## src/rtl/alu_pc_unit_if.sv

```systemverilog
// Bus bundle between the pipeline control/datapath and alu_pc_unit.
// The master drives PC-mux selection and ALU operands; the slave returns
// the registered PC, its increment, and the ALU result/flags.
interface alu_pc_unit_if #(
  parameter int unsigned PCSIZE = 16
);
  logic [PCSIZE-1:0] pc_next;
  logic              pc_write;
  logic [PCSIZE-1:0] pc;
  logic [PCSIZE-1:0] pc_plus4;
  logic [4:0]        aluop;
  logic              sign;
  logic [31:0]       op1;
  logic [31:0]       op2;
  logic [31:0]       result;
  logic              zero;
  logic              neg;

  modport master (
    output pc_next, pc_write, aluop, sign, op1, op2,
    input  pc, pc_plus4, result, zero, neg
  );

  modport slave (
    input  pc_next, pc_write, aluop, sign, op1, op2,
    output pc, pc_plus4, result, zero, neg
  );
endinterface

```

## src/rtl/alu_pc_unit.sv

```systemverilog
// Execute-stage 32-bit ALU (combinational, with zero/less-than flags)
// plus fetch-stage PC register with stall enable and PC+4 incrementer.
module alu_pc_unit #(
  parameter int unsigned PCSIZE = 16
) (
  input  logic          clk,
  input  logic          rst_n,
  alu_pc_unit_if.slave  bus
);

  typedef enum logic [4:0] {
    OP_ADD   = 5'd0,
    OP_SUB   = 5'd1,
    OP_SLL   = 5'd2,
    OP_SLT   = 5'd3,
    OP_SLTU  = 5'd4,
    OP_XOR   = 5'd5,
    OP_SRL   = 5'd6,
    OP_SRA   = 5'd7,
    OP_OR    = 5'd8,
    OP_AND   = 5'd9,
    OP_PASSB = 5'd10,
    OP_MUL   = 5'd11,
    OP_MULH  = 5'd12,
    OP_MULHU = 5'd13
  } aluop_e;

  aluop_e            op;
  logic [4:0]        shamt;
  logic              lt_s;
  logic              lt_u;
  logic [63:0]       prod_u;
  logic [31:0]       mulh;
  logic [31:0]       res;
  logic [PCSIZE-1:0] pc_q;

  assign op     = aluop_e'(bus.aluop);
  assign shamt  = bus.op2[4:0];
  assign lt_s   = $signed(bus.op1) < $signed(bus.op2);
  assign lt_u   = bus.op1 < bus.op2;
  assign prod_u = {32'b0, bus.op1} * {32'b0, bus.op2};

  // Signed high word derived from the single unsigned product:
  // subtract each operand wherever the other one is negative (mod 2^32).
  assign mulh = prod_u[63:32]
              - (bus.op1[31] ? bus.op2 : 32'h0)
              - (bus.op2[31] ? bus.op1 : 32'h0);

  // ALU operation select; undefined codes yield zero.
  always_comb begin
    res = '0;
    case (op)
      OP_ADD:   res = bus.op1 + bus.op2;
      OP_SUB:   res = bus.op1 - bus.op2;
      OP_SLL:   res = bus.op1 << shamt;
      OP_SLT:   res = {31'b0, lt_s};
      OP_SLTU:  res = {31'b0, lt_u};
      OP_XOR:   res = bus.op1 ^ bus.op2;
      OP_SRL:   res = bus.op1 >> shamt;
      OP_SRA:   res = 32'($signed(bus.op1) >>> shamt);
      OP_OR:    res = bus.op1 | bus.op2;
      OP_AND:   res = bus.op1 & bus.op2;
      OP_PASSB: res = bus.op2;
      OP_MUL:   res = prod_u[31:0];
      OP_MULH:  res = mulh;
      OP_MULHU: res = prod_u[63:32];
      default:  res = '0;
    endcase
  end

  assign bus.result = res;
  assign bus.zero   = (res == 32'h0);
  assign bus.neg    = bus.sign ? lt_s : lt_u;

  // PC register: async clear, load on pc_write, hold on stall.
  always_ff @(posedge clk or negedge rst_n) begin
    if (!rst_n) begin
      pc_q <= '0;
    end else if (bus.pc_write) begin
      pc_q <= bus.pc_next;
    end
  end

  assign bus.pc       = pc_q;
  assign bus.pc_plus4 = pc_q + PCSIZE'(4);

endmodule

```

## src/flat_wrapper.sv

```systemverilog
// flat-port wrapper written by rule: the top's interface ports become plain ports
module alu_pc_unit_flat 
#(
  parameter int unsigned PCSIZE = 16
)
  (clk, rst_n, bus_pc_next, bus_pc_write, bus_aluop, bus_sign, bus_op1, bus_op2, bus_pc, bus_pc_plus4, bus_result, bus_zero, bus_neg);
  alu_pc_unit_if #(.PCSIZE(PCSIZE)) bus_i ();
  input  logic clk;
  input  logic rst_n;
  input wire logic [$bits(bus_i.pc_next)-1:0] bus_pc_next;
  input wire logic [$bits(bus_i.pc_write)-1:0] bus_pc_write;
  input wire logic [$bits(bus_i.aluop)-1:0] bus_aluop;
  input wire logic [$bits(bus_i.sign)-1:0] bus_sign;
  input wire logic [$bits(bus_i.op1)-1:0] bus_op1;
  input wire logic [$bits(bus_i.op2)-1:0] bus_op2;
  output wire logic [$bits(bus_i.pc)-1:0] bus_pc;
  output wire logic [$bits(bus_i.pc_plus4)-1:0] bus_pc_plus4;
  output wire logic [$bits(bus_i.result)-1:0] bus_result;
  output wire logic [$bits(bus_i.zero)-1:0] bus_zero;
  output wire logic [$bits(bus_i.neg)-1:0] bus_neg;
  assign bus_i.pc_next = bus_pc_next;
  assign bus_i.pc_write = bus_pc_write;
  assign bus_i.aluop = bus_aluop;
  assign bus_i.sign = bus_sign;
  assign bus_i.op1 = bus_op1;
  assign bus_i.op2 = bus_op2;
  assign bus_pc = bus_i.pc;
  assign bus_pc_plus4 = bus_i.pc_plus4;
  assign bus_result = bus_i.result;
  assign bus_zero = bus_i.zero;
  assign bus_neg = bus_i.neg;
  alu_pc_unit #(.PCSIZE(PCSIZE)) u_core (.clk(clk), .rst_n(rst_n), .bus(bus_i));
endmodule
```

## config.mk

```make
export PLATFORM = sky130hd
export DESIGN_NAME = alu_pc_unit_flat
export DESIGN_NICKNAME = d
export VERILOG_FILES = /design/src/rtl/alu_pc_unit_if.sv /design/src/rtl/alu_pc_unit.sv /design/src/flat_wrapper.sv
export SDC_FILE = /design/constraint.sdc
export NUM_CORES = 2
export LEC_CHECK = 0
export CORE_MARGIN = 10
export CORE_UTILIZATION = 30
export DETAILED_ROUTE_END_ITERATION = 16
export PLACE_DENSITY = 0.54
export SLEW_MARGIN = 20
export SYNTH_ARGS = -nofsm -noshare
export SYNTH_HDL_FRONTEND = slang
export SYNTH_SLANG_ARGS = --single-unit
export TNS_END_PERCENT = 10
```

## constraint.sdc

```tcl
create_clock -name clk -period 25.3 [get_ports clk]
set_input_delay 5.06 -clock clk [delete_from_list [all_inputs] [get_ports clk]]
set_output_delay 5.06 -clock clk [all_outputs]
set_load 0.01 [all_outputs]
```

**After elaboration in Yosys (flattened, before gate mapping)**

Cells that the tools add are included.

- Add/sub/neg operators: 5
- $mul: 1
- $lt $le $gt $ge: 2
- Eq/ne operators: 13
- Shift operators: 3
- Mux-type cells: 4
- Bitwise gates (word level): 3
- Reduce and logical (&&, ||, !) cells: 2

Operators by type and width:

| operator | number |
|---|---|
| $pmux 32 s14 | 1 |
| $sub 32x32->32 | 3 |
| $lt 32x32->1 | 2 |
| $mul 32x32->64 | 1 |
| $mux 32 | 2 |
| $add 32x32->32 | 1 |
| $and 32x32->32 | 1 |
| $logic_not 32->1 | 1 |
| $or 32x32->32 | 1 |
| $shl 32x5->32 | 1 |
| $shr 32x5->32 | 1 |
| $sshr 32x5->32 | 1 |
| $xor 32x32->32 | 1 |
| $eq 5x4->1 const B | 6 |
| $eq 5x3->1 const B | 4 |
| $add 16x3->16 const B | 1 |
| $eq 5x2->1 const B | 2 |
| $eq 5x1->1 const B | 1 |
| $logic_not 5->1 | 1 |
| $mux 1 | 1 |

- Bits in registers: 16
- Bits of input ports: 89

**Longest topological paths before layout**

- Depth in word-level cells: 5
- Gate-level depth with buffers: 46
- Depth with buffers taken out: 40

**Worst setup path after synthesis**

OpenSTA, ideal clock, no wires.

- Path type: in2out
- From: in bus_op2[2]
- To: out bus_zero
- Arrival time: 16.554 ns
- Required time: 20.240 ns
- Path slack: 3.686 ns
- Cell stages on the path: 43
- Buffers on the path: 8
- Path through: clkbuf_2 inv_1 buf_2 buf_1 clkbuf_1 clkbuf_1 buf_1 nor2_1 fa_1 inv_1 fa_1 fa_1 fa_1 inv_1 fa_1 fa_1 fa_1 fa_1 [7 not listed] o31ai_1 inv_1 o21ai_0 xnor2_1 fa_1 ha_1 clkbuf_1 nand3_1 o21a_1 nand2b_1 or2_2 a31o_2 a21bo_2 a21oi_1 xor2_1 a211o_1 or4_1 nor4_2

- Cells in the longest elaborated chain, start to end: 5
- Elaborated cells on any way between the ends: 16
- Classes of those cells: add/sub (4); mul (1); order compare (2); shift (3); mux (2); bitwise (3); reduce/logical (1)

Ends and longest elaborated chain:

| element | line | text |
|---|---|---|
| from (decl) | flat_wrapper.sv:15 | `input wire logic [$bits(bus_i.op2)-1:0] bus_op2;` |
| $mul 32x32->64 or $mux 32 (tied branches) | alu_pc_unit.sv:41, alu_pc_unit.sv:46 |  |
| $sub 32x32->32 | alu_pc_unit.sv:46 | `- (bus.op1[31] ? bus.op2 : 32'h0)` |
| $sub 32x32->32 | alu_pc_unit.sv:47 | `- (bus.op2[31] ? bus.op1 : 32'h0);` |
| $pmux 32 s14 * | alu_pc_unit.sv:52 | `case (op)` |
| via bus_result[28] | flat_wrapper.sv:18 | `output wire logic [$bits(bus_i.result)-1:0] bus_result;` |
| $logic_not 32->1 * | alu_pc_unit.sv:72 | `assign bus.zero = (res == 32'h0);` |
| to (decl) | flat_wrapper.sv:19 | `output wire logic [$bits(bus_i.zero)-1:0] bus_zero;` |

The timed path passes the listed nets; every way through them passes the cells marked *.

**Worst setup path after layout**

- From: in bus_op2[7]
- To: out bus_zero

- Cells in the longest elaborated chain, start to end: 5
- Elaborated cells on any way between the ends: 13
- Classes of those cells: add/sub (4); mul (1); order compare (2); mux (2); bitwise (3); reduce/logical (1)

Ends and longest elaborated chain:

| element | line |
|---|---|
| $mul 32x32->64 or $mux 32 (tied branches) | alu_pc_unit.sv:41, alu_pc_unit.sv:46 |
| $sub 32x32->32 | alu_pc_unit.sv:46 |
| $sub 32x32->32 | alu_pc_unit.sv:47 |
| $pmux 32 s14 * | alu_pc_unit.sv:52 |
| $logic_not 32->1 * | alu_pc_unit.sv:72 |

Mark *: on every way between the ends. The rest lies on a longest branch, timed or not.

==> summary.txt <==
Status
  – Status: finished, final reports clean

Route
  – DRT Pass-1 Iters: 6
  – Starting DRT DRC Count: 4947
  – Wire per inst: 33.60 µm
  – Final Routed Wirelength: 266.8 mm
  – Vias per inst: 5.804
  – Post-route DRC violation count: 0
  – Via Count: 46080
  – Final ANT Viol Nets: 0

Logic synthesis
  – Synth top area share: 0.3999
  – Syn nets: 7277
  – #FFs+latches synth: 16
  – Cells after synthesis: 5865
  – Primary FF master, synth: dfrtp_1
  – Sequential share of the synthesized area: 0.008618
  – Area leader, netlist: fa_1
  – Ys Warns: 0
  – Syn Std Cell Area: 46460 µm²
  – Post-synth EDFFs: 0
  – Top cell types by occurrence after synthesis: inv_1 (1060), fa_1 (928), nor2_1 (765), nand2_1 (700), ha_1 (395)
  – FFs w/ async S/R, synth: 1.000
  – Synth cell types: 96
  – Ranking of synthesized cells by area: fa_1 (40%), ha_1 (11%), inv_1 (8.6%)
  – Syn Area/Cell: 7.921 µm²
  – Count leader, synth: inv_1

Worst setup path
  – Number of cells on the critical path: 42
  – Crit path top cell by count: fa_1
  – CP endpoint kind: primary output
  – CP max stage cell: inv_1
  – WP data arrival: 20.08 ns
  – Crit path max-delay family: adder cells
  – Critical path buffer and inverter count: 11
  – Critical R2R Launch: u_core.bus.pc[7]
  – Setup CP Type: in -> out
  – RR Endpoint: u_core.bus.pc[7]
  – R2R Setup Slk: 24.44 ns
  – Worst path max stage delay: 0.84 ns
  – Crit-path max FO: 15
  – R2R cell count: 1
  – WP data required: 20.24 ns
  – Worst Setup EP: bus_zero
  – Critical Path Source: bus_op2[7]
  – CP Launch Type: input port

Floorplan
  – Num ports: 155
  – Initial Util: 0.3016
  – Core Region: 154000 µm²
  – Die outline area: 171000 µm²
  – Die X: 413.5 µm
  – FP Rows: 144
  – Chip height: 413.5 µm

STA
  – Relative slew slack: 0.1563
  – FMAX: 0.03977 GHz
  – Final setup fails: 0
  – Setup TNS: 0 ns
  – Worst slew pin tran: 1.255 ns
  – Max Slew Vio Count: 0
  – RSZ-0062 raised after global routing: false
  – Hold Slack: 0.5453 ns
  – Fin crit period: 25.14 ns
  – Setup Skew: 0 ns
  – Period utilization: 0.9938
  – Final hold violations: 0

Placed design
  – Cell area after placement: 50910 µm²
  – IO buf count: 154
  – HPWL Detailed: 219.2 mm
  – GP Congestion: 1.093

Clock network
  – CTS tree: done
  – Clk_lat worst skew: 0.24 ns
  – CTS clk-pin slew, worst paths: 0.05 ns
  – CTS Sinks: 16
  – Num CTS Buffers: 3
  – H-tree levels: 1
  – Cts hold-fix bufs: 0
  – CTS Root Cell: clkbuf_16
  – CTS max path bufs: 2

GRT
  – First-pass GRT wire length: 370.0 mm
  – GR Overflow Total: 0
  – Initial antenna violation count: 18
  – Vias in the first global route: 47140
  – Largest net degree at the start of global routing: 64
  – Global Route Usage Sum: 0.3044

Layout
  – Largest register FFs: 16
  – Multi-input logic area: 40560 µm²
  – Area delta synth->final: 10.07%
  – Post-layout instance area: 51140 µm²
  – # fillers: 16560
  – Proportion of layout cells with a drive suffix above 1: 0.06539
  – Final Util: 0.3320
  – Layout Nets: 7301
  – FF+latch area: 400.4 µm²

Flow run
  – Max Cap Violations: 0

Hold path
  – Hold Path Class: reg -> reg
[cell usage in the layout, fill, tap and decap left out, types with 22 or more instances in the layout]
cell type        count
inv_1             1051
fa_1               928
nor2_1             763
nand2_1            700
ha_1               395
buf_4              245
a21oi_1            243
clkdlybuf4s50_1    148
o21ai_0            136
nand3_1             80
nor3_1              78
mux2i_1             76
xnor2_1             74
nand4_1             68
a21o_1              48
a211oi_1            47
mux2_2              44
o211ai_1            43
o22ai_1             33
xor2_1              32
and3_1              30
o21a_1              29
a221oi_1            29
a31oi_1             28
o31ai_1             27
a22oi_1             22
[how the worst min path moves through the flow]
stage | slack (ns) | cells after the start | end | start
6_report | 0.55 | 1 | u_core.bus.pc[0] | u_core.bus.pc[0]
3_3_place_gp | 0.53 | 1 | u_core.bus.pc[0] | u_core.bus.pc[0]
5_1_grt | 0.58 | 1 | u_core.bus.pc[1] | u_core.bus.pc[1]
2_1_floorplan | 0.57 | 1 | u_core.bus.pc[0] | u_core.bus.pc[0]
3_5_place_dp | 0.53 | 1 | u_core.bus.pc[1] | u_core.bus.pc[1]
4_1_cts | 0.55 | 1 | u_core.bus.pc[0] | u_core.bus.pc[0]
[metal layers]
layer | vias up | global-route usage | share of wire
met3 | 644 | 0.06717 | 0.10
met1 | 23770 | 0.3963 | 0.40
met2 | 2867 | 0.4676 | 0.43
li1 | 18790 | - | -
met4 | 10 | 0.1659 | 0.070
met5 | - | 0 | 0.00025
[cells by family after synthesis]
group	after synthesis	synth area share
and+or+nand+nor	1887	0.1733
buffers and inverters	1463	0.1200
adders and majority gates	1323	0.5062
AOI/OAI and AO/OA	929	0.1351
muxes	139	0.03606
xor gates and xnor gates	108	0.02066
DFF	16	0.008618
[area by class of cell]
class                           instances  area share
Antenna cell                            8   0.0003915
Clock buffer                            4    0.001737
Inverter                             1078     0.07966
Multi-Input combinational cell       4386      0.7931
Sequential cell                        16    0.007829
Tap cell                             2044     0.05001
Timing Repair Buffer                  402     0.06699
Timing Repair inverter                  2   0.0002447
[timing repair]
| item | 4_1_cts | 5_1_grt |
|---|---|---|
| setup endpoints to repair | 1 | 1 |
| buffers inserted | 3 | 2 |
| gates cloned | 0 | 2 |
| resized for setup | 5 | 7 |
[per-stage QoR]
stage	setup slack, ns	cells
2_1_floorplan	3.686	5865
3_3_place_gp	-0.6430	7920
3_5_place_dp	-0.4355	7921
4_1_cts	0.03044	7928
5_1_grt	0.01437	7935
6_report	0.1556	7940
Power is not shown: default switching activity piles up to over one toggle a cycle in this logic, so the estimate is an artifact.
